File: config.mk
export PLATFORM = sky130hd
export DESIGN_NAME = risc_v_mike_uart_mem_bridge
export DESIGN_NICKNAME = d
export VERILOG_FILES = /design/src/rtl/risc_v_mike_pkg.sv /design/src/rtl/risc_v_mike_uart_mem_bridge.sv
export SDC_FILE = /design/constraint.sdc
export NUM_CORES = 1
export LEC_CHECK = 0
export BUFFER_PORTS_ARGS = -buffer_cell sky130_fd_sc_hd__buf_2
export CELL_PAD_IN_SITES_DETAIL_PLACEMENT = 0
export CELL_PAD_IN_SITES_GLOBAL_PLACEMENT = 1
export CORE_MARGIN = 3
export CORE_UTILIZATION = 40
export DETAILED_ROUTE_END_ITERATION = 16
export PLACE_DENSITY_LB_ADDON = 0.1
export SLEW_MARGIN = 0
export SYNTH_ARGS = -nofsm -noshare
export SYNTH_HDL_FRONTEND = slang
export SYNTH_SLANG_ARGS = --single-unit
File: constraint.sdc
create_clock -name clk -period 2.2 [get_ports clk]
set_input_delay 0.22 -clock clk [delete_from_list [all_inputs] [get_ports clk]]
set_output_delay 0.22 -clock clk [all_outputs]
set_load 0.05 [all_outputs]
File: src/rtl/risc_v_mike_pkg.sv
// Shared definitions for the risc_v_mike UART debug bridge.
//   - Command and reply byte constants.
//   - Bridge FSM state encoding.
package risc_v_mike_pkg;

  localparam logic [7:0] BRIDGE_OP_WR = 8'h57;  // 'W'
  localparam logic [7:0] BRIDGE_OP_RD = 8'h52;  // 'R'
  localparam logic [7:0] BRIDGE_ERR   = 8'h3F;  // '?'
  localparam logic [7:0] BRIDGE_ACK   = 8'h4B;  // 'K'

  typedef enum logic [3:0] {
    IDLE   = 4'd0,
    W_ADDR = 4'd1,
    W_DATA = 4'd2,
    WRITE  = 4'd3,
    R_ADDR = 4'd4,
    READ   = 4'd5,
    TX     = 4'd6,
    ERR    = 4'd7,
    ACK    = 4'd8
  } bridge_state_t;

endpackage

File: src/rtl/risc_v_mike_uart_mem_bridge.sv
// UART-driven debug initiator on the data-memory port.
// Decodes byte commands from the UART receiver:
//   'W' addr d0 d1 d2 d3 : single-word write (LSB first)
//   'R' addr             : single-word read, 4 reply bytes LSB first
// Unknown opcodes are answered with '?'.
// Optional macro RISC_V_MIKE_BRIDGE_ACK_EN: each write is acknowledged with 'K'.
// Ports:
//   clk, rst                  clock, asynchronous active-low reset
//   rx_data, rx_valid         received byte and its one-cycle strobe
//   tx_data, tx_valid, tx_ready  reply byte with valid/ready handshake
//   mem_addr, mem_write, mem_wr_data, mem_rd_data  data-memory port
//   bridge_busy               high while a command is in progress
module risc_v_mike_uart_mem_bridge
  import risc_v_mike_pkg::*;
#(
  parameter int TIMEOUT_CYC = 100000,
  parameter int MEM_ADDR_W  = 8
) (
  input  logic        clk,
  input  logic        rst,
  input  logic [7:0]  rx_data,
  input  logic        rx_valid,
  output logic [7:0]  tx_data,
  output logic        tx_valid,
  input  logic        tx_ready,
  output logic [31:0] mem_addr,
  output logic        mem_write,
  output logic [31:0] mem_wr_data,
  input  logic [31:0] mem_rd_data,
  output logic        bridge_busy
);

  localparam int TMO_W = $clog2(TIMEOUT_CYC + 1);

  bridge_state_t          r_state;
  bridge_state_t          w_next;
  logic [MEM_ADDR_W-1:0]  r_addr;
  logic [31:0]            r_wdata;
  logic [31:0]            r_shift;
  logic [1:0]             r_byte_cnt;
  logic [TMO_W-1:0]       r_tmo;
  logic                   w_rx_wait;
  logic                   w_tmo_hit;

  // States that are waiting for the next byte of a command.
  assign w_rx_wait = (r_state == W_ADDR) || (r_state == W_DATA) || (r_state == R_ADDR);
  assign w_tmo_hit = w_rx_wait && !rx_valid && (r_tmo == TMO_W'(TIMEOUT_CYC - 1));

  always_ff @(posedge clk or negedge rst) begin
    if (!rst) r_state <= IDLE;
    else      r_state <= w_next;
  end

  always_comb begin
    w_next = r_state;
    unique case (r_state)
      IDLE: begin
        if (rx_valid) begin
          if (rx_data == BRIDGE_OP_WR)      w_next = W_ADDR;
          else if (rx_data == BRIDGE_OP_RD) w_next = R_ADDR;
          else                              w_next = ERR;
        end
      end
      W_ADDR: begin
        if (rx_valid)       w_next = W_DATA;
        else if (w_tmo_hit) w_next = IDLE;
      end
      W_DATA: begin
        if (rx_valid && (r_byte_cnt == 2'd3)) w_next = WRITE;
        else if (w_tmo_hit)                   w_next = IDLE;
      end
      WRITE: begin
`ifdef RISC_V_MIKE_BRIDGE_ACK_EN
        w_next = ACK;
`else
        w_next = IDLE;
`endif
      end
      R_ADDR: begin
        if (rx_valid)       w_next = READ;
        else if (w_tmo_hit) w_next = IDLE;
      end
      READ: w_next = TX;
      TX: begin
        if (tx_ready && (r_byte_cnt == 2'd3)) w_next = IDLE;
      end
      ERR, ACK: begin
        if (tx_ready) w_next = IDLE;
      end
      default: w_next = IDLE;
    endcase
  end

  // Address latch, write-word assembly, reply shifter and inter-byte timeout.
  always_ff @(posedge clk or negedge rst) begin
    if (!rst) begin
      r_addr     <= '0;
      r_wdata    <= '0;
      r_shift    <= '0;
      r_byte_cnt <= '0;
      r_tmo      <= '0;
    end else begin
      unique case (r_state)
        W_ADDR: begin
          if (rx_valid) begin
            r_addr     <= rx_data[MEM_ADDR_W-1:0];
            r_byte_cnt <= 2'd0;
          end
        end
        W_DATA: begin
          if (rx_valid) begin
            r_wdata[{r_byte_cnt, 3'b000} +: 8] <= rx_data;
            r_byte_cnt <= r_byte_cnt + 2'd1;
          end
        end
        R_ADDR: begin
          if (rx_valid) r_addr <= rx_data[MEM_ADDR_W-1:0];
        end
        READ: begin
          r_shift    <= mem_rd_data;
          r_byte_cnt <= 2'd0;
        end
        TX: begin
          if (tx_ready) begin
            r_shift    <= {8'h00, r_shift[31:8]};
            r_byte_cnt <= r_byte_cnt + 2'd1;
          end
        end
        default: ;
      endcase

      // Counts idle cycles between bytes; any byte or leaving the wait states clears it.
      if (w_rx_wait && !rx_valid && !w_tmo_hit) r_tmo <= r_tmo + TMO_W'(1);
      else                                      r_tmo <= '0;
    end
  end

  assign mem_addr    = {{(32 - MEM_ADDR_W){1'b0}}, r_addr};
  assign mem_write   = (r_state == WRITE);
  assign mem_wr_data = (r_state == WRITE) ? r_wdata : 32'h0;
  assign tx_valid    = (r_state == TX) || (r_state == ERR) || (r_state == ACK);
  assign bridge_busy = (r_state != IDLE);

  always_comb begin
    tx_data = 8'h00;
    unique case (r_state)
      TX:      tx_data = r_shift[7:0];
      ERR:     tx_data = BRIDGE_ERR;
      ACK:     tx_data = BRIDGE_ACK;
      default: tx_data = 8'h00;
    endcase
  end

endmodule

### Yosys cells after proc, flatten, opt, wreduce, memory -nomap -nowiden

Cells that the tools add are included.

* logic and storage cells: 71
* register bits: 95
* input bits: 44
* output and inout bits: 75

* shift-type cells: 2
* equality and inequality tests: 18
* reduce and logical (&&, ||, !) cells: 22
* add/sub/neg operators: 3
* multiplexer cells: 20

Operators with widths (count)
* $mux 32: 2
* $pmux 32 s2: 1
* $bwmux 32: 1
* $shift 8x7->32 const A: 1
* $shiftx 8x7->32: 1
* $mux 4: 7
* $pmux 4 s7: 1
* $pmux 8 s3: 1
* $add 17x1->17 const B: 1
* $eq 17x17->1 const B: 1
* $mux 17: 1
* $eq 4x3->1 const B: 4
* $eq 8x7->1 const B: 2
* $ne 2x2->1 const B: 6
* $eq 4x2->1 const B: 2
* $mux 2: 4
* $pmux 2 s4: 1
* $reduce_bool 4->1: 2
* $neg 5->7: 1
* $reduce_and 2->1: 3
* $logic_and 1x1->1: 5
* $eq 4x1->1 const B: 1
* $eq 4x4->1 const B: 1
* $logic_not 4->1: 1
* 9 further kinds: 14

### Longest topological paths before layout

* word-level depth: 8
* gate-level depth with buffers: 8
* mapped depth without buffers: 5

### Worst setup path before layout

No wires, ideal clock.

* path kind: reg2out
* start: reg r_state[3]
* end: out tx_data[0]
* buffers on the path: 2
* setup slack: -153 ps
* required time: 1980 ps
* cell stages (with the launch flop): 5
* data arrival time: 2133 ps
* cells stage by stage: dfrtp_1 > clkbuf_1 > clkbuf_1 > nand3b_1 > o21ai_0

* longest elaborated chain between the ends: 2
* elaborated cells between the ends (all ways): 4
* those cells by class: 3 x eq/ne; 1 x mux

Ends and longest elaborated chain
* start, declared: RTL line risc_v_mike_uart_mem_bridge.sv:35 `bridge_state_t r_state;`
* start signal, assigned: RTL line risc_v_mike_uart_mem_bridge.sv:51 `else r_state <= w_next;`
* $eq 4x4->1 or $eq 4x3->1 (tied branches): RTL line risc_v_mike_uart_mem_bridge.sv:146 `unique case (r_state)`
* $pmux 8 s3 (*): RTL line risc_v_mike_uart_mem_bridge.sv:146
* end, declared: RTL line risc_v_mike_uart_mem_bridge.sv:23 `output logic [7:0] tx_data,`

Every way passes the cells marked *; elsewhere a longest branch is shown, timed or not.

### Worst setup path after layout

* start: reg r_state[3]
* end: out mem_wr_data[17]

* longest elaborated chain between the ends: 2

Ends and longest elaborated chain
* $eq 4x2->1: RTL line risc_v_mike_uart_mem_bridge.sv:140 `assign mem_wr_data = (r_state == WRITE) ? r_wdata : 32'h0;`
* $mux 32: RTL line risc_v_mike_uart_mem_bridge.sv:140
* end, declared: RTL line risc_v_mike_uart_mem_bridge.sv:28 `output logic [31:0] mem_wr_data,`

No other way between the ends.

==> results.md <==
Final layout:
- In the layout the commonest cells are 96 x sky130_fd_sc_hd__nand2_1, 92 x sky130_fd_sc_hd__dfrtp_1, 72 x sky130_fd_sc_hd__buf_2, 50 x sky130_fd_sc_hd__o21ai_0.
- The layout has 1188 filler cells.
- The antenna diode instance count is 0.
- The relative area change from synthesis to final layout is 21.0%.
- The cell area after layout is 0.00600 mm².
- In the final layout, the multi-input gates occupy 0.00235 mm².
- The combined flip-flop and latch cell area is 0.00238 mm².
- Cells fill 49.7% of the core in the end.
- The number of standard cells in the layout, taps in and fillers out is 798.
- At the end of the flow, the number of nets in the layout was 675.
- Leaving out fill and tap cells, the most frequent cell in the layout is sky130_fd_sc_hd__nand2_1.
- The share of post-route cells with drive strength above 1 is 24.4%.

Route:
- Detailed routing inserted a total of 3817 vias.
- In the routed design, unresolved DRC markers number 0.
- Wires add up to 11.0 mm.
- The remaining number of nets flagged by the antenna check after routing is 0.
- The mean number of vias per cell is 4.78.
- The first routing iteration left 157 violations.
- The average wire length per cell after detail routing is 13.8 µm.
- The first detailed-routing pass took 4 iterations.

Setup path:
- The arrival time at the worst endpoint is 1.89 ns.
- The category of the worst setup path launch point is a flip-flop.
- The worst setup path category is reg -> out.
- The critical path required time is 1.98 ns.
- The type of destination of the critical path is an output port.
- Along the worst path, the maximum fanout reaches 33.

Placement:
- The count of placed standard cells including taps is 781.
- At the end of routability-driven placement, the weighted congestion stood at 0.811.
- At the placement stage, the worst setup path has a slack of 0.220 ns.
- Once placement finished, the instance area stood at 0.00561 mm².
- The HPWL reported at the end of detailed placement is 7.92 mm.
- The number of buffers added on ports is 94.

Yosys:
- The area fraction in compound gates after synthesis is 10.5%.
- The largest family of logic cells by synthesized area is simple AND/OR/NAND/NOR gates.
- Summing the sequential cell areas from Yosys gives 48.0% of the chip area.
- For this run, the number of Yosys warnings is 0.
- After technology mapping, the gate count stands at 531.
- The post-synthesis share of cell area spent on xor and xnor gates is 2.47%.
- After synthesis, the netlist uses 50 different library cells.
- Summing the areas of all fa, ha and maj instances in the mapped netlist gives 1.52% of the synthesized area.
- After synthesis the cells add up to 0.00495 mm².
- The post-synthesis register bit count is 95.
- After Yosys synthesis, and, or, nand and nor cells account for 23.2% of the synthesized area.
- Of the post-synthesis cell area, the part taken by muxes is 7.12%.
- The number of enable-type register cells in the synthesized netlist is 0.
- The most used flip-flop cell after synthesis is sky130_fd_sc_hd__dfrtp_1.
- After synthesis, the mean cell area works out to 9.33 µm².
- The share of async-settable or async-resettable flops after synthesis is 100%.

STA:
- Counting I/O delays and the setup requirement, the final critical path takes 2.11 ns.
- The smallest hold slack is 0.0916 ns.
- The final period utilization is 95.9%.
- The slew at the pin closest to its max-slew limit is 0.544 ns.
- Clock skew on the completed layout was measured at 0.00895 ns.
- The number of failing setup endpoints in the final timing report is 0.
- The number of max-slew violations in the final report came to 0.
- The worst pin sits at a relative slew slack of 63.7%.
- The hold violation count in the final report was 0.
- Setup repair after global routing left no endpoint under its margin.
- Summed over all failing endpoints, the final setup total negative slack is 0 ns.
- Setup slack on the critical path of the routed design comes to 0.0902 ns.
- The maximum operating frequency is 0.474 GHz.

Status:
- The run finished with clean final reports.

Power:
- The switching portion of total power is 39.9%.
- In this run the power spent charging and discharging nets is 2.82 mW.
- Summed over all cells, the static leakage comes to 2.72 nW.
- In this run, the combinational gates consume 41.5% of the power.
- The internal power of the cells is 4.24 mW.
- The overall power after layout is 7.06 mW.
- The power density normalized to cell area is 1180 mW/mm².
- The clock network fraction of design power is 22.5%.
- Across the VDD grid, the largest voltage drop is 0.461 mV.
- Registers are responsible for 36.0% of the overall power.

Clock network:
- The CTS root buffer is sky130_fd_sc_hd__clkbuf_16.
- The total number of clock tree sinks is 95.
- The H-tree was split into 3 levels.
- The maximum clock path buffer count is 2.
- TritonCTS built the clock tree.
- The clock transition at the registers of the reported paths is 0.07 ns.
- The later-pin clock latency in the skew report is 0.35 ns.
- The number of clock buffers inserted by TritonCTS is 9.

Die:
- The cell row count is 40.
- The chip width is 117 µm.
- For this configuration, the core starts out at a cell density of 41.1%.
- The number of I/O pins is 119.
- The core region is 0.0121 mm².
- The die extent in y is 117 µm.
- The die covers 0.0138 mm².

Global routing:
- The via count of the first global-routing pass was 3578.
- For this run the aggregate overflow at the end of global routing stands at 0.
- The first global-routing pass estimated 17.7 mm of wire.
- The overall fraction of global-route tracks in use is 16.6%.
- The number of antenna violations at the first check in global routing is 0.
- Entering global routing, the biggest net connects 56 pins.

Job:
- Across the run, the number of max-cap violations was 0.

Hold path:
- The class of the tightest hold or removal check is in -> reg.
repair_timing:
item	CTS	global route
hold endpoints to repair	40	0
hold buffers	1	0
setup buffers	0	0
gates cloned	0	0
gates resized for setup	1	25
endpoints found under the setup margin	32	35
logic make-up (layout without fill, tap and decap cells):
group                    after synthesis  in the layout
AO/OA/AOI/OAI                         91             91
XOR/XNOR                              14             14
adder cells (fa/ha/maj)                6              6
buffers and inverters                 64            140
flip-flops                            95             95
multiplexers                          34             34
other                                  1             24
AND/OR/NAND/NOR                      226            226
worst max-delay path, stage by stage, from the launching register on:
cell and delay, ns:
sky130_fd_sc_hd__dfrtp_4 0.58, sky130_fd_sc_hd__nor2_2 0.17, sky130_fd_sc_hd__and3_1 0.22, sky130_fd_sc_hd__buf_12 0.17, sky130_fd_sc_hd__and2_1 0.14, sky130_fd_sc_hd__buf_2 0.26
cells in the mapped netlist, types with 3 or more instances:
cell	count	area, µm²
sky130_fd_sc_hd__nand2_1	96	360
sky130_fd_sc_hd__dfrtp_1	95	2380
sky130_fd_sc_hd__o21ai_0	50	250
sky130_fd_sc_hd__nor2_1	34	128
sky130_fd_sc_hd__and2_1	33	206
sky130_fd_sc_hd__buf_4	25	188
sky130_fd_sc_hd__mux2i_1	24	240
sky130_fd_sc_hd__o21ai_1	16	80.1
sky130_fd_sc_hd__clkbuf_1	14	52.6
sky130_fd_sc_hd__buf_2	13	65.1
sky130_fd_sc_hd__xnor2_1	11	96.3
sky130_fd_sc_hd__mux2_2	10	113
sky130_fd_sc_hd__inv_1	9	33.8
sky130_fd_sc_hd__a22o_1	8	70.1
sky130_fd_sc_hd__nand3_1	8	40.0
sky130_fd_sc_hd__nor3b_1	7	52.6
sky130_fd_sc_hd__nor4_1	7	43.8
sky130_fd_sc_hd__ha_1	6	75.1
sky130_fd_sc_hd__nor3_1	6	30.0
sky130_fd_sc_hd__nor4bb_1	6	60.1
sky130_fd_sc_hd__a21oi_1	5	25.0
sky130_fd_sc_hd__nand4_1	5	31.3
sky130_fd_sc_hd__nand2b_1	4	25.0
sky130_fd_sc_hd__nand3b_1	4	30.0
sky130_fd_sc_hd__nor4b_1	3	26.3
sky130_fd_sc_hd__xor2_1	3	26.3
area by class of cell:
cell class              instances  share of cell area (%)
repair buffers                115                    11.9
multi-input cells             395                    39.1
flip-flops and latches         95                    39.8
inverters                       9                   0.563
well taps                     168                    3.51
clock inverters                 4                   0.897
clock buffers                  12                    4.28
sequential cells by signal, indices dropped and copies added (netlist names):
signal,flops
r_shift,32
r_addr,8
r_state,4
r_tmo,17
r_wdata,32
r_byte_cnt,2
per-layer routing:
metal	part of all wire (%)	vias up	GRT usage [%]
li1	-	1948	-
met1	48	1757	22.2
met2	45	101	26.1
met3	5.1	11	3.39
met4	1.9	0	7.03
met5	0	-	0
power by group through the flow:
stage               combinational, mW  sequential (mW)  clock (mW)
floorplan                        2.01             2.72           0
detailed placement               2.94             2.57           0
finish                           2.93             2.54        1.59
CTS                              2.95             2.54        1.64
global placement                 2.91             2.55           0
global route                     3.25             2.60        1.72
final timing paths:
kind | from | to | slack, ns | depth (start not counted)
worst max-delay path | r_state[3] | mem_wr_data[17] | 0.09 | 5
worst min-delay path | mem_rd_data[28] | r_shift[28] | 0.09 | 2
worst max register to register | r_state[3] | r_wdata[28] | 0.29 | 4
worst min register to register | r_wdata[12] | r_wdata[12] | 0.47 | 2
max in group asynchronous | rst | r_state[3] | 1.10 | 3
min in group asynchronous | rst | r_wdata[27] | 0.40 | 2
Note: power is estimated with default switching activity, not from simulation.
